### src/rtl/counter_checker_gray2bin.sv
// Purely combinational Gray-to-binary decoder: each binary bit is the XOR of
// the Gray bit at that position and all Gray bits above it.
module gray2bin #(
  parameter int unsigned W = 32
) (
  input  logic [W-1:0] g,
  output logic [W-1:0] b
);

  always_comb begin
    b = '0;
    for (int unsigned i = 0; i < W; i++) begin
      b[i] = ^(g >> i);
    end
  end

endmodule

### config.mk
export PLATFORM = sky130hd
export DESIGN_NAME = gray2bin
export DESIGN_NICKNAME = d
export VERILOG_FILES = /design/src/rtl/counter_checker_gray2bin.sv
export SDC_FILE = /design/constraint.sdc
export NUM_CORES = 1
export LEC_CHECK = 0
export BUFFER_PORTS_ARGS = -buffer_cell sky130_fd_sc_hd__buf_4
export CAP_MARGIN = 20
export CELL_PAD_IN_SITES_DETAIL_PLACEMENT = 1
export CELL_PAD_IN_SITES_GLOBAL_PLACEMENT = 1
export CORE_MARGIN = 5
export CORE_UTILIZATION = 30
export DETAILED_ROUTE_END_ITERATION = 12
export PLACE_DENSITY_LB_ADDON = 0.1
export SLEW_MARGIN = 0
export SYNTH_ARGS = -nofsm -noshare
export SYNTH_HDL_FRONTEND = slang
export SYNTH_SLANG_ARGS = --single-unit
export TNS_END_PERCENT = 100
### constraint.sdc
create_clock -name vclk -period 5.4
set_input_delay 0 -clock vclk [all_inputs]
set_output_delay 0 -clock vclk [all_outputs]
set_load 0.01 [all_outputs]
==> run summary, run 1 <==
The run finished with clean final reports. Most area-hungry cell type in the Yosys netlist: xnor2_1. Summing all non-filler instances in the final layout gives an area of 1250 um2. Counting the clock-network buffers in the layout gives 0. Total congestion overflow: 0. For the pin with the worst max-slew slack, the measured transition is 597 ps. By area the synthesized netlist is led by xnor2_1, xor2_1, xnor3_4.

For this run, the post-layout net count is 162. The global-route wire length before repair was 2940 um; the total setup violations reported at the end of the flow was 0. The power density relative to cell area was 649 nW/um2; the number of instances in the placed design was 158. The worst path required time was 5400 ps; the die extent in y was 59.8 um. The run gives 0 as the number of max-slew violations in the final report. The proportion of netlist area held by the largest area contributor is 0.295. The ratio of routed vias to standard cells is 4.19, and the setup slack at placement is 3010 ps. The ratio of cells with drive above 1 in the final layout was 0.555; the core box area was 2430 um2. The count of max-cap constraint violations was 0; the number of iterations in the first detailed-routing pass was 2. Measured along the x axis, the die boundary spans 59.8 um. Hold timing on the final database bottoms out at a slack of 214 ps. Final cell count without fillers: 158. By count the netlist is led by xnor2_1, xor2_1, xnor3_4.

The worst path in the final design needs a cycle of 2350 ps, including I/O delays and setup. The number of antenna violations at the first check in global routing is 0. The via count was 662; the arrival time of data at the critical path endpoint was 2350 ps. The floorplan has 18 rows. The DRC violation count after routing is 0, and the worst IR drop on VDD is 0.456 mV. Timing would allow up to 425 MHz. In this run, post-CTS repair resized a total of 0 instances. The cell count after synthesis came out at 65. Compared with the post-synthesis result, the final layout area differs by 68.7%.

The peak fanout along the critical path is 6, and the count of synthesis-stage warnings from yosys is 0. The leakage power was 0.656 nW. There are 0 flip-flops and latches. In the final timing run, aggregate negative setup slack is 0 ps. The mean instance size in the synthesized netlist works out to 11.4 um2.

The overall die area came out at 3570 um2. The most frequently used cell type in the post-synthesis netlist was xnor2_1. For the total setup buffers inserted after CTS, the log shows 0. Setup repair after global routing left no endpoint under its margin. The logs give 97 for the post-synthesis net count and 0 um2 for the area taken by flip-flops and latches. Final worst-path cycle share: 0.435.

The maximum number of pins on one net before global-route repair is 9. The worst setup path is of the input pin to output port kind. The post-synthesis sequential area ratio is 0, and the number of library cell types mapped by synthesis is 9. Category of the worst setup path launch point: an input pin.

The number of buffers added to fix hold violations after cts is 0. The remaining max-slew budget at the tightest pin was 0.601. Number of DRC markers in iteration 0: 9.

64 I/O pins were placed. The worst setup path is captured at an output port. Summed over all layers, the routed wires come to 1910 um.

The via count of the first global-routing pass was 700. The run gives 0 as the number of failing hold endpoints at the final stage. The run gives 0 as the count of nets left with antenna violations after detail routing. The tightest min-delay check is of the input pin to output port type. Once routing completed, OpenROAD measured the worst setup slack at 3050 ps. The post-place instance area is 1250 um2, and the overall routing resource usage is 0.102.

The HPWL reported at the end of detailed placement is 1820 um. Number of buffers inserted by port buffering: 64. After synthesis the cells add up to 743 um2.

The logs give 0 for the antenna cell count and 0.660 for the weighted congestion at the end of routability-driven global placement. Average wire length per cell after detail routing: 12.1 um. The initial cell density of the core came out at 0.306.
[cell type report]
type,count,area [um2]
timing repair buffer,64,480
fill,302,1180
tap,30,37.5
multi-input combinational,60,721
inverter,4,15.0
[worst max-delay path, cell delays in order]
cell	delay [ps]
buf_4	120
xnor3_4	470
xnor3_4	560
xor2_4	310
xnor3_4	580
xnor2_1	160
buf_4	140
[report_power, final]
group / switching (mW) / leakage [nW] / total [mW] / internal [mW]
registers: 0 / 0 / 0 / 0
logic: 0.358 / 0.656 / 0.814 / 0.456
clock network: 0 / 0 / 0 / 0
total: 0.358 / 0.656 / 0.814 / 0.456
[cell usage in the layout (no fill, tap or decap)]
| cell type | n |
|---|---|
| xor2_4 | 1 |
| buf_4 | 64 |
| inv_1 | 4 |
| xnor2_1 | 25 |
| xor2_1 | 23 |
| xnor3_4 | 5 |
| xnor2_4 | 1 |
| xor3_1 | 1 |
| xnor3_1 | 4 |
[through the flow]
stage               total power [mW]   util
global route                   0.887  0.515
floorplan                      0.458      -
detailed placement             0.830  0.515
CTS                            0.834  0.515
finish                         0.814  0.515
global placement               0.817  0.515
[final timing paths]
check,startpoint,endpoint,cells after the start
hold / removal,g[31],b[31],2
setup / recovery,g[30],b[1],7
[logic make-up after synthesis]
family	synth area share
buffers and inverters	0.0303
XOR/XNOR	0.970
[metal layers]
layer / GRT usage / wire length (um)
met5: 0 / 0
met1: 0.114 / 648
met2: 0.202 / 994
met4: 0 / 0
met3: 0.0259 / 264
No activity file was read; power rests on OpenSTA's default activity.
==> inputs of run 2 (changes only) <==
--- a/config.mk
+++ b/config.mk
@@ -5,12 +5,13 @@
 export SDC_FILE = /design/constraint.sdc
 export NUM_CORES = 1
 export LEC_CHECK = 0
+export ABC_AREA = 1
 export BUFFER_PORTS_ARGS = -buffer_cell sky130_fd_sc_hd__buf_4
 export CAP_MARGIN = 20
 export CELL_PAD_IN_SITES_DETAIL_PLACEMENT = 1
 export CELL_PAD_IN_SITES_GLOBAL_PLACEMENT = 1
 export CORE_MARGIN = 5
-export CORE_UTILIZATION = 30
+export CORE_UTILIZATION = 33
 export DETAILED_ROUTE_END_ITERATION = 12
 export PLACE_DENSITY_LB_ADDON = 0.1
 export SLEW_MARGIN = 0
==> constraint.sdc (replaced) <==
create_clock -name vclk -period 2.2
set_input_delay 0 -clock vclk [all_inputs]
set_output_delay 0 -clock vclk [all_outputs]
set_load 0.01 [all_outputs]
==> run 2 against run 1 <==
Effect of this change: utilization decreased by 8.6 points; die area increased to 2.5 times the previous value; critical path type unchanged; combinational power increased by 35%; synthesized area grew to 3.2 times the previous value; sequential share of layout area did not move; design area rose by 140%; via count rose to 5.4 times the previous value; worst setup slack worse by 2100 ps; routed wire length rose to 4.3 times the previous value; critical endpoint is now b[6].
==> run summary, run 2 <==
The run finished with clean final reports. The die width is 94.6 um. The power density relative to cell area was 374 nW/um2. The area overhead of the layout relative to synthesis was 25.1%. The path class of the tightest hold or removal check is input pin to output port. In this run, post-CTS hold repair placed 0 buffers.

The ratio of cells with drive above 1 in the final layout came out at 0.187. The number of max-slew violations in the final report came out at 0. After legalization and detailed placement, the total HPWL measured 7600 um. During synthesis, Yosys emitted a total of 0 warnings.

The worst path required time was 2200 ps. The count of max-cap constraint violations was 0; the proportion of netlist area held by the largest area contributor was 0.784. After detailed routing, the number of vias per cell comes to 4.66. On the worst path, the slowest cell contributes a delay of 140 ps. The slew at the pin closest to its max-slew limit came out at 309 ps. Averaged over all synthesized cells, the footprint is 3.93 um2. Overall routing resource usage: 0.189.

The top cell types in the final layout, fill and taps aside, are nand2_1, buf_4, inv_2. Final worst-path cycle share: 0.575. In this run the most used layer during global routing was met2.

Of all cell types, the one taking the most synthesized area is nand2_1. The logs give 10 for the number of library cell types mapped by synthesis and 0 for the total setup violations reported at the end of the flow. The logs give 0.00558 for the met3 usage in global routing and 0 for the total setup buffers inserted after CTS. Final net count: 698. By area the synthesized netlist is led by nand2_1, inv_2, nand2_2. In this run the static leakage power is 2.10 nW. For hold timing, the worst endpoint is b[31]. In the final routed layout, each cell accounts on average for 10.9 um. In this run the cell area of the synthesized design comes to 2360 um2. The worst-case IR drop observed on VDD is 0.166 mV. The run gives 0 as the number of antenna violations at the first check in global routing.

For the cell row count, the log shows 30. The run gives 64 as the top-level I/O count. The initial cell density of the core came out at 0.344.

Overall die area: 8940 um2. The commonest cells after synthesis are nand2_1, inv_2, nand3_1. The run gives 4 as the number of iterations in the first detailed-routing pass. The die extent in y is 94.6 um. Entering global routing, the biggest net connects 6 pins.

The final critical-path required period works out to 1270 ps. Number of gates resized after CTS: 0. Summing all non-filler instances in the final layout gives an area of 2950 um2. The via count of the first global-routing pass is 3,555. In this run the tool buffered the top-level ports with 64 buffer cells. The tools report the post-synthesis net count as 633. For this design, the slowest cell found on the critical path is nand2_1.

The weighted congestion at the end of routability-driven global placement was 0.792. The remaining max-slew budget at the tightest pin is 0.793. The most frequently used cell type in the post-synthesis netlist was nand2_1. The layout has 0 clock buffers. In this run the most critical hold path is launched from g[31]. The design has 0 sequential cells. Setup repair after global routing left no endpoint under its margin.

The number of antenna diodes in the final layout is 0. The via count was 3,543; the post-synthesis sequential area ratio was 0. In the final timing run, aggregate negative setup slack is 0 ps. Of all nets on the critical path, the largest fanout is 4. The cell with the most instances on the worst path was nand2_1.

Number of instances in the synthesized netlist: 601. The signal on the critical path passes through buf_4 -> inv_2 -> nand2_1 -> nand2_1 -> nand2_1 -> nand2_1 -> nand2_1 -> nand2_1 -> nand2_1 -> nand2_1 -> inv_2 -> nand2_1 -> nand2_1 -> buf_4. The tools report the total congestion overflow as 0.

Nature of the critical path endpoint: an output port. The first global-routing pass estimated 14,700 um of wire. The met2 routing resource usage after global routing is 0.369.

STA puts the critical path data arrival time at 1270 ps. The tools report the category of the worst setup path launch point as an input pin. Along the worst hold path, the cell count comes to 2. The first routing iteration left 50 violations. The library cell used most frequently in the layout, excluding fill and tap cells, is nand2_1.

The highest attainable clock frequency came out at 790 MHz. The global routing usage on met1 is 0.241. Wires add up to 8290 um. Once placement finished, the instance area stood at 2950 um2. In the routed design, unresolved DRC markers number 0. The setup path with the least slack is of type input pin to output port.

The number of failing hold endpoints at the final stage is 0. The area taken by flip-flops and latches was 0 um2; the count of nets left with antenna violations after detail routing was 0. The core box area is 6870 um2.
## run 2: per-layer routing
metal  part of all wire  up-vias
met4             0.0021        0
met5                  0        -
met1               0.47     1590
met2               0.50       49
li1                   -     1902
met3              0.025        2
## run 2: metrics by stage
step / cells / total power, mW / hold slack (ps) / setup slack (ps) / util
global route: 760 / 1.26 / 230 / 726 / 0.430
CTS: 760 / 1.12 / 222 / 916 / 0.430
finish: 760 / 1.10 / 222 / 935 / 0.430
floorplan: 601 / 0.689 / 91.8 / 1250 / -
global placement: 760 / 1.06 / 212 / 970 / 0.430
detailed placement: 760 / 1.12 / 221 / 920 / 0.430
## run 2: worst max-delay path: cells and delay by family
family / cells / cell delay (ps)
buffers and inverters: 4 / 360
AND/OR/NAND/NOR: 10 / 890
## run 2: how the worst max path moves through the flow
stage | cells past startpoint | end | from
final | 14 | b[6] | g[31]
after global routing | 14 | b[6] | g[31]
after CTS | 14 | b[14] | g[31]
after detailed placement | 14 | b[14] | g[31]
after global placement | 14 | b[6] | g[31]
after floorplan | 12 | b[6] | g[30]
## run 2: area by class of cell
type                       instances  area, um2
tap                               96        120
inverter                          58        218
timing repair buffer              64        480
multi-input combinational        542       2130
fill                            1162       3920
## run 2: cell families after synthesis
family / Yosys count / share of synthesized area
AND/OR/NAND/NOR: 539 / 0.890
buffers and inverters: 59 / 0.0954
XOR/XNOR: 3 / 0.0143
## run 2: power by group
part           internal (mW)  switching [mW]  total (mW)
clock                      0               0           0
sequential                 0               0           0
combinational          0.417           0.687        1.10
total                  0.417           0.687        1.10
